==> config.mk <==
export PLATFORM = sky130hd
export DESIGN_NAME = instr_fetch_flat
export DESIGN_NICKNAME = d
export VERILOG_FILES = /design/src/rtl/fetch_pkg.sv /design/src/rtl/instr_fetch_if.sv /design/src/rtl/fetch_fifo.sv /design/src/rtl/instr_fetch.sv /design/src/flat_wrapper.sv
export SDC_FILE = /design/constraint.sdc
export NUM_CORES = 1
export LEC_CHECK = 0
export BUFFER_PORTS_ARGS = -buffer_cell sky130_fd_sc_hd__buf_4
export CAP_MARGIN = 20
export CORE_MARGIN = 10
export CORE_UTILIZATION = 30
export DETAILED_ROUTE_END_ITERATION = 7
export GPL_TIMING_DRIVEN = 0
export PLACE_DENSITY = 0.52
export SKIP_CTS_REPAIR_TIMING = 1
export SYNTH_ARGS = -nofsm -noshare
export SYNTH_HDL_FRONTEND = slang
export SYNTH_SLANG_ARGS = --single-unit
export TNS_END_PERCENT = 30
==> constraint.sdc <==
create_clock -name clk -period 3.6 [get_ports clk]
set_input_delay 1.08 -clock clk [delete_from_list [all_inputs] [get_ports clk]]
set_output_delay 1.08 -clock clk [all_outputs]
set_load 0.02 [all_outputs]
==> src/rtl/fetch_pkg.sv <==
// Shared types and sizing helpers for the instruction fetch stage.
package fetch_pkg;

    localparam int XLEN          = 32;
    localparam int DEPTH_DEFAULT = 2;

    typedef struct packed {
        logic [XLEN-1:0] pc;
        logic [XLEN-1:0] instr;
    } fetch_entry_t;

    // Width of an occupancy count that must hold 0..depth inclusive.
    function automatic int cnt_w(input int depth);
        return $clog2(depth) + 1;
    endfunction

endpackage

==> src/rtl/instr_fetch_if.sv <==
// Instruction memory request/grant port with in-order, variable-latency responses.
interface instr_fetch_if;
    import fetch_pkg::*;

    logic            imemReq_o;
    logic [XLEN-1:0] imemAddr_o;
    logic            imemGnt_i;
    logic            imemRvalid_i;
    logic [XLEN-1:0] imemRdata_i;

    modport master (
        output imemReq_o, imemAddr_o,
        input  imemGnt_i, imemRvalid_i, imemRdata_i
    );

    modport slave (
        input  imemReq_o, imemAddr_o,
        output imemGnt_i, imemRvalid_i, imemRdata_i
    );

endinterface

==> src/rtl/fetch_fifo.sv <==
// Small synchronous FIFO with asynchronous reset and synchronous clear.
// The head entry is presented combinationally; DEPTH must be a power of two.
module fetch_fifo #(
    parameter int  DEPTH = 2,
    parameter type T     = logic [31:0]
) (
    input  logic                   clk,
    input  logic                   rst,
    input  logic                   i_clr,
    input  logic                   i_push,
    input  T                       i_data,
    input  logic                   i_pop,
    output T                       o_data,
    output logic [$clog2(DEPTH):0] o_count
);
    localparam int AW = $clog2(DEPTH);
    localparam int CW = AW + 1;

    T                r_mem [DEPTH];
    logic [AW-1:0]   r_wr;
    logic [AW-1:0]   r_rd;
    logic [CW-1:0]   r_count;

    always_ff @(posedge clk or negedge rst) begin
        if (!rst) begin
            r_wr    <= '0;
            r_rd    <= '0;
            r_count <= '0;
            // NOTE: storage is reset too, so the head reads zero while in reset.
            for (int i = 0; i < DEPTH; i++) r_mem[i] <= '0;
        end else if (i_clr) begin
            r_wr    <= '0;
            r_rd    <= '0;
            r_count <= '0;
        end else begin
            if (i_push) begin
                r_mem[r_wr] <= i_data;
                r_wr        <= r_wr + AW'(1);
            end
            if (i_pop) r_rd <= r_rd + AW'(1);
            r_count <= r_count + CW'(i_push) - CW'(i_pop);
        end
    end

    assign o_data  = r_mem[r_rd];
    assign o_count = r_count;

endmodule

==> src/rtl/instr_fetch.sv <==
// Fetch stage: credit-limited word reads to instruction memory, an in-order
// {pc, instr} buffer toward decode, and drop accounting for branch redirects.
module instr_fetch
    import fetch_pkg::*;
#(
    parameter int DEPTH = DEPTH_DEFAULT
) (
    input  logic              clk,
    input  logic              rst,
    input  logic [XLEN-1:0]   pc_i,
    output logic              pcEn_o,
    input  logic              redirect_i,
    instr_fetch_if.master     imem,
    output logic              instrValid_o,
    output logic [XLEN-1:0]   instr_o,
    output logic [XLEN-1:0]   instrPc_o,
    input  logic              instrReady_i
);
    localparam int CW = cnt_w(DEPTH);
    localparam int SW = CW + 1;

    logic [CW-1:0]   w_inflight;
    logic [CW-1:0]   w_count;
    logic [CW-1:0]   r_drop;
    logic [SW-1:0]   w_credit_sum;
    logic            w_pop;
    logic            w_issue;
    logic            w_resp;
    logic            w_keep;
    logic [XLEN-1:0] w_resp_pc;
    fetch_entry_t    w_head;
    fetch_entry_t    w_push_entry;

    assign w_pop        = instrValid_o & instrReady_i;
    // Extra headroom bit keeps inflight + count - pop from wrapping.
    assign w_credit_sum = SW'(w_inflight) + SW'(w_count) - SW'(w_pop);

    assign imem.imemReq_o  = rst & ~redirect_i & (w_credit_sum < SW'(DEPTH));
    assign imem.imemAddr_o = {pc_i[XLEN-1:2], 2'b00};
    assign w_issue         = imem.imemReq_o & imem.imemGnt_i;
    assign pcEn_o          = w_issue;

    // A response with nothing outstanding is ignored.
    assign w_resp = imem.imemRvalid_i & (w_inflight != '0);
    assign w_keep = w_resp & (r_drop == '0) & ~redirect_i;

    assign w_push_entry = '{pc: w_resp_pc, instr: imem.imemRdata_i};

    assign instrValid_o = (w_count != '0) & ~redirect_i;
    assign instr_o      = w_head.instr;
    assign instrPc_o    = w_head.pc;

    // The address FIFO occupancy is the inflight count.
    fetch_fifo #(.DEPTH(DEPTH), .T(logic [XLEN-1:0])) u_addr_fifo (
        .clk     (clk),
        .rst     (rst),
        .i_clr   (1'b0),
        .i_push  (w_issue),
        .i_data  (pc_i),
        .i_pop   (w_resp),
        .o_data  (w_resp_pc),
        .o_count (w_inflight)
    );

    fetch_fifo #(.DEPTH(DEPTH), .T(fetch_entry_t)) u_instr_fifo (
        .clk     (clk),
        .rst     (rst),
        .i_clr   (redirect_i),
        .i_push  (w_keep),
        .i_data  (w_push_entry),
        .i_pop   (w_pop),
        .o_data  (w_head),
        .o_count (w_count)
    );

    // Responses still owed for the abandoned path are counted down and discarded.
    always_ff @(posedge clk or negedge rst) begin
        if (!rst) begin
            r_drop <= '0;
        end else if (redirect_i) begin
            r_drop <= w_inflight - CW'(w_resp);
        end else if (w_resp && (r_drop != '0)) begin
            r_drop <= r_drop - CW'(1);
        end
    end

endmodule

==> src/flat_wrapper.sv <==
// flat-port wrapper written by rule: the top's interface ports become plain ports
module instr_fetch_flat import fetch_pkg::*;
#(
    parameter int DEPTH = DEPTH_DEFAULT
)
  (clk, rst, pc_i, pcEn_o, redirect_i, instrValid_o, instr_o, instrPc_o, instrReady_i, imem_imemReq_o, imem_imemAddr_o, imem_imemGnt_i, imem_imemRvalid_i, imem_imemRdata_i);
  instr_fetch_if imem_i ();
  input  logic clk;
  input  logic rst;
  input  logic [XLEN-1:0] pc_i;
  output logic pcEn_o;
  input  logic redirect_i;
  output logic instrValid_o;
  output logic [XLEN-1:0] instr_o;
  output logic [XLEN-1:0] instrPc_o;
  input  logic instrReady_i;
  output wire logic [$bits(imem_i.imemReq_o)-1:0] imem_imemReq_o;
  output wire logic [$bits(imem_i.imemAddr_o)-1:0] imem_imemAddr_o;
  input wire logic [$bits(imem_i.imemGnt_i)-1:0] imem_imemGnt_i;
  input wire logic [$bits(imem_i.imemRvalid_i)-1:0] imem_imemRvalid_i;
  input wire logic [$bits(imem_i.imemRdata_i)-1:0] imem_imemRdata_i;
  assign imem_imemReq_o = imem_i.imemReq_o;
  assign imem_imemAddr_o = imem_i.imemAddr_o;
  assign imem_i.imemGnt_i = imem_imemGnt_i;
  assign imem_i.imemRvalid_i = imem_imemRvalid_i;
  assign imem_i.imemRdata_i = imem_imemRdata_i;
  instr_fetch #(.DEPTH(DEPTH)) u_core (.clk(clk), .rst(rst), .pc_i(pc_i), .pcEn_o(pcEn_o), .redirect_i(redirect_i), .imem(imem_i), .instrValid_o(instrValid_o), .instr_o(instr_o), .instrPc_o(instrPc_o), .instrReady_i(instrReady_i));
endmodule
---- Word level (Yosys, flattened, before mapping) ----
Index checks and enable logic that the tools add are counted.
Widths: inputs -> output; s select.
operators by class
  add/sub/neg operators ................... 12
  eq/ne operators ......................... 0
  reductions and logical operators ........ 11
  shift operators ......................... 0
  $mul .................................... 0
  muxes and demuxes ....................... 19
  bitwise gates (word level) .............. 13
  magnitude comparators ................... 7
  div/mod/pow operators ................... 0
operator list
  operator             count
  $mux 64              4
  $bwmux 128           1
  $mux 32              4
  $bwmux 64            1
  $demux 64 s1         1
  $demux 32 s1         1
  $reduce_bool 2->1    6
  $and 1x1->1          8
  $ge 2x2->1 const B   4
  $not 1->2            4
  $mux 2               3
  $sub 2x1->2          3
  $add 1x1->1 const B  4
  $add 2x1->2          2
  $lt 2x1->1 const B   2
  $mux 1               4
  $add 2x2->3          1
  $logic_and 1x1->1    3
  $lt 3x2->1 const B   1
  $sub 3x1->3          1
  $logic_not 2->1      1
  $reduce_and 2->1     1
  $sub 2x1->2 const B  1
  $not 1->1            1
storage, ports and cells
  output and inout bits ................... 99
  bits in registers ....................... 202
  memories ................................ 0
  word-level logic and storage cells ...... 75
  bits in read-only memories .............. 0
  memory bits (writable) .................. 0
  latch bits .............................. 0

---- Longest topological paths before layout ----
  depth after elaboration ................. 9
  mapped depth ............................ 13
  gate-level depth less buffers ........... 13

---- Modules after synthesis ----
From an unflattened synthesis, not the netlist that was laid out.
second synthesis, totals
  cells, all modules ...................... 610
  area, all modules ....................... 9552.9 um^2
modules (own cells, without submodules)
  module                             area an instance (um^2)  cells each  seq. area each (um^2)  instances
  fetch_fifo at u_core.u_instr_fifo  6048.3                   358         3303.2                 1
  fetch_fifo at u_core.u_addr_fifo   2999.1                   187         1701.6                 1
  instr_fetch                        505.5                    65          50.0                   1

---- Worst setup path before layout ----
OpenSTA, ideal clock, no wires.
  path kind ............................... input-to-output
  start ................................... input redirect_i
  end ..................................... output imem_imemReq_o
  setup slack ............................. -0.484 ns
  stages .................................. 7
  arrival time ............................ 3.004 ns
  path buffers ............................ 0
  path through ............................ o21ba_2 and2_1 ha_1 nand2b_1 fa_1 xnor2_1 nor3_1
on the way
  cells in the longest elaborated chain, start to end .. 6
  elaborated cells on any way between the ends .. 7
  those cells by class .................... 1 x add/sub; 1 x order compare; 5 x bitwise
ends and longest elaborated chain
  item                     line                RTL
  from (decl)              flat_wrapper.sv:12  input logic redirect_i;
  $not 1->1 (no line) (*)  n/a
  $and 1x1->1              instr_fetch.sv:49   assign instrValid_o = (w_count != '0) & ~redirect_i;
  $and 1x1->1              instr_fetch.sv:34   assign w_pop = instrValid_o & instrReady_i;
  $sub 3x1->3              instr_fetch.sv:36   assign w_credit_sum = SW'(w_inflight) + SW'(w_count) - SW'(w_pop);
  $lt 3x2->1               instr_fetch.sv:38   assign imem.imemReq_o = rst & ~redirect_i & (w_credit_sum < SW'(DEPTH));
  $and 1x1->1 (*)          instr_fetch.sv:38
  to (decl)                flat_wrapper.sv:17  output wire logic [$bits(imem_i.imemReq_o)-1:0] imem_imemReq_o;
Every way passes the cells marked *; elsewhere a longest branch is shown, timed or not.

---- Worst setup path after layout ----
  start ................................... input redirect_i
  end ..................................... output pcEn_o
on the way
  cells in the longest elaborated chain, start to end .. 7
  elaborated cells on any way between the ends .. 8
  those cells by class .................... 1 x add/sub; 1 x order compare; 6 x bitwise
ends and longest elaborated chain
  item                     line                RTL
  $not 1->1 (no line) (*)  n/a
  $and 1x1->1              instr_fetch.sv:49
  $and 1x1->1              instr_fetch.sv:34
  $sub 3x1->3              instr_fetch.sv:36
  $lt 3x2->1               instr_fetch.sv:38
  $and 1x1->1 (*)          instr_fetch.sv:38
  $and 1x1->1 (*)          instr_fetch.sv:40   assign w_issue = imem.imemReq_o & imem.imemGnt_i;
  to (decl)                flat_wrapper.sv:11  output logic pcEn_o;
Marked as above.

==> impl_summary.log <==
INFO  metric worst_hold_path.endpoint = u_core.u_addr_fifo.r_mem[62]
INFO  metric layout-drive-gt1-share = 68.6%
INFO  metric timing_max_transition_violations_final = 0
INFO  metric grt_setup_unrepaired = true
INFO  metric end_kind = output port
INFO  metric unique_cell_type_count_in_the_yosys_netlist = 36
INFO  metric synth_edf_count = 0
INFO  metric netlist.area_leader.share = a little over half
INFO  metric num-fill-cells = between 2000 and 3000
INFO  metric portBuffers = 166
INFO  metric fp.dieH = 196 um
INFO  metric routed-via-count = 5426
INFO  metric postSynthAreaPerCell = 15.2 um^2
INFO  metric fp.dieW = 196 um
INFO  metric fin_skew = 0.00971 ns
INFO  metric timing.final.setup_violations = 2
INFO  metric r2r.worst_path.cells = 10
INFO  metric maxCapViolations = 0
INFO  metric clock_tree_from_tritoncts = yes
INFO  metric syn-instance-count = ~600
INFO  metric yosys_register_bits = between 200 and 250
INFO  metric fmax = around 250 MHz
INFO  metric dr.pass1.iters = 3
INFO  metric antenna_cells = 0
INFO  metric vias_in_the_first_global_route = roughly 6000
INFO  metric timing.critical_path.fanout_max = 3
INFO  metric max-slew-margin-rel = between 40% and 50%
INFO  metric hp-start = u_core.u_addr_fifo.r_mem[62]
INFO  metric placement_rows = 64
INFO  metric final_net_count = 891
INFO  metric cts_buffers = 24
INFO  metric cp_required = 2.52 ns
INFO  metric wire_per_inst = between 15 and 20 um
INFO  metric worstHoldPathCells = 1
INFO  metric layoutNonFillerInstCount = 1224
INFO  metric hp-class = flop to flop
INFO  metric vdd.ir_drop.worst = 0.406 mV
INFO  metric synth_warnings = 0
INFO  metric gr-total-overflow = 0
INFO  metric rr_endpoint = u_core.u_addr_fifo.r_mem[36]
INFO  metric insertion_delay = 0.51 ns
INFO  metric synthArstFlopShare = 100%
INFO  metric timing.final.crit_period = slightly below 4 ns
INFO  metric design.portCount = 169
INFO  metric layout_setup_ws = -0.331 ns
INFO  metric yosys-top-cells-count = 256 x sky130_fd_sc_hd__mux2_2, 202 x sky130_fd_sc_hd__dfrtp_1, 39 x sky130_fd_sc_hd__buf_4
INFO  metric start_util = a little under a third
INFO  metric final_min_period_over_clock_period = 109%
INFO  metric crit_arrival = about 2.9 ns
INFO  metric post-route-cell-area = approximately 0.012 mm^2
INFO  metric clk_root_buffer_cell = sky130_fd_sc_hd__clkbuf_16
INFO  metric vias_per_cell = 4.43
INFO  metric synth_sequential_area_ratio = 54.2%
INFO  metric grt_util_all_layers = 11.4%
INFO  metric run_status = complete, but fails checks
INFO  metric power_density = 838 mW/mm^2
INFO  metric cts-htree-levels = 1
INFO  metric reg2reg_setup_slack = 0.32 ns
INFO  metric place.gp.congestion = 0.690
INFO  metric timing.final.hold_violations = 0
INFO  metric dieArea = roughly 0.039 mm^2
INFO  metric slew_at_the_pin_with_the_worst_max_slew_slack = 0.843 ns
INFO  metric largest_net_degree_at_the_start_of_global_routing = 105
INFO  metric layout-area-overhead-vs-synth = 30.0%
INFO  metric remaining_antenna_violation_count = 0
INFO  metric path_class = input port to output port
INFO  metric numClockSinks = about 200
INFO  metric placed_cells_incl_taps = ~1200
INFO  metric worst_r2r_startpoint = u_core.u_instr_fifo.o_count[0]
INFO  metric postPlaceCellArea = roughly 0.011 mm^2
INFO  metric violations = setup timing
INFO  metric hpwlAfterDp = about 15000 um
INFO  metric leading_area_contributor_after_synthesis = sky130_fd_sc_hd__dfrtp_1
INFO  metric grt_first_pass_wirelength = 35600 um
INFO  metric postRouteWirelength = 22300 um
INFO  metric route.detailed.drc = 0
INFO  metric clk_pin_slew_worst_paths = 0.06 ns
INFO  metric yosys_most_used_dff = sky130_fd_sc_hd__dfrtp_1
INFO  metric synth.most_common_cell = sky130_fd_sc_hd__mux2_2
INFO  metric total_leakage_power = 5.95 nW
INFO  metric detailedRoute.firstIterationViolations = 174
INFO  metric start_kind = input port
INFO  metric cts.path.max_buffers = 3
INFO  metric design.core.area = 0.0306 mm^2
INFO  metric post_synth_instance_area = 0.00932 mm^2
INFO  metric grt_antenna_before_repair = 0
INFO  metric synth.top_cells.by_area = sky130_fd_sc_hd__dfrtp_1 54%, sky130_fd_sc_hd__mux2_2 31%, sky130_fd_sc_hd__mux2_4 4.8%
[power by group]
part | total, W | leakage, nW | internal (W) | switching [W]
logic | 0.00392 | 2.90 | 0.00215 | 0.00177
registers | 0.00360 | 2.63 | 0.00318 | 0.000419
clock network | 0.00263 | 0.422 | 0.00165 | 0.000973
[cell families after synthesis]
group,synth area share [%]
adders and majority gates,1.29
and+or+nand+nor,1.46
muxes,36.1
xor gates and xnor gates,0.846
buffers and inverters,5.46
DFF,54.2
other,0.0402
AOI/OAI and AO/OA,0.551
[metal layers]
layer	global-route usage (%)	vias up	part of all wire (%)
met3	3.17	33	5.6
met4	2.74	0	2.2
met2	18.8	104	48
li1	-	2539	-
met1	14.5	2750	44
met5	0	-	0
[stage by stage]
| stage | setup WS (ns) | setup TNS (ns) | hold slack [ns] | utilization [%] | total power [W] |
|---|---|---|---|---|---|
| finish | -0.331 | -0.630 | 0.482 | 39.6 | 0.0101 |
| global route | -0.395 | -0.763 | 0.512 | 39.6 | 0.0108 |
| CTS | -0.503 | -6.99 | 0.488 | 39.3 | 0.0103 |
| detailed placement | -0.632 | -29.00 | 0.474 | 36.5 | 0.00759 |
| global placement | -1.47 | -125.89 | 0.467 | 36.4 | 0.00754 |
| floorplan | -0.208 | -0.451 | 0.454 | - | 0.00622 |
[critical path, cell delays in order]
cell,delay [ns]
sky130_fd_sc_hd__buf_8,0.10
sky130_fd_sc_hd__o21ba_4,0.21
sky130_fd_sc_hd__and2_4,0.16
sky130_fd_sc_hd__ha_4,0.19
sky130_fd_sc_hd__nand2b_4,0.13
sky130_fd_sc_hd__fa_2,0.58
sky130_fd_sc_hd__nand4b_4,0.13
sky130_fd_sc_hd__nor2_4,0.14
sky130_fd_sc_hd__buf_6,0.13
[how the worst max path moves through the flow]
stage / startpoint / slack [ns] / depth (start not counted) / end
final: redirect_i / -0.33 / 9 / pcEn_o
after detailed placement: redirect_i / -0.63 / 10 / u_core.u_addr_fifo.r_mem[45]
after CTS: redirect_i / -0.50 / 9 / pcEn_o
after floorplan: redirect_i / -0.21 / 7 / pcEn_o
after global placement: rst / -1.47 / 5 / u_core.u_addr_fifo.r_mem[47]
after global routing: redirect_i / -0.40 / 9 / pcEn_o
[registers in the layout (all words and copies together) (netlist names)]
register / count
u_core.u_instr_fifo.r_mem: 128
u_core.u_addr_fifo.r_mem: 64
u_core.r_drop: 2
u_core.u_addr_fifo.o_count: 2
u_core.u_instr_fifo.o_count: 2
u_core.u_addr_fifo.r_rd: 1
u_core.u_addr_fifo.r_wr: 1
u_core.u_instr_fifo.r_rd: 1
u_core.u_instr_fifo.r_wr: 1
[layout make-up]
class / count / area (um^2) / share of cell area [%]
sequential: 202 / 5050 / 41.7
multi-input combinational: 335 / 3850 / 31.8
timing repair buffer: 173 / 1340 / 11.1
clock buffer: 34 / 709 / 5.86
tap: 396 / 495 / 4.09
buffer: 66 / 478 / 3.95
clock inverter: 8 / 148 / 1.22
inverter: 10 / 37.5 / 0.310
[cell usage in the layout (no fill, tap or decap), drive strengths merged]
master / count
dfrtp: 202
xor2: 3
nor3: 3
nor4b: 1
mux2i: 1
nor2b: 1
or4: 1
bufinv: 4
and2: 1
or3b: 1
inv: 11
buf: 228
ha: 8
nor2: 4
o31a: 1
o21a: 1
fa: 1
nor3b: 1
xnor2: 6
conb: 2
mux2: 288
clkbuf: 45
nand2: 3
o21ai: 1
clkinv: 3
o311ai: 1
nand2b: 2
nand4b: 2
o211ai: 1
o21ba: 1
(Power assumes the default switching activity.)
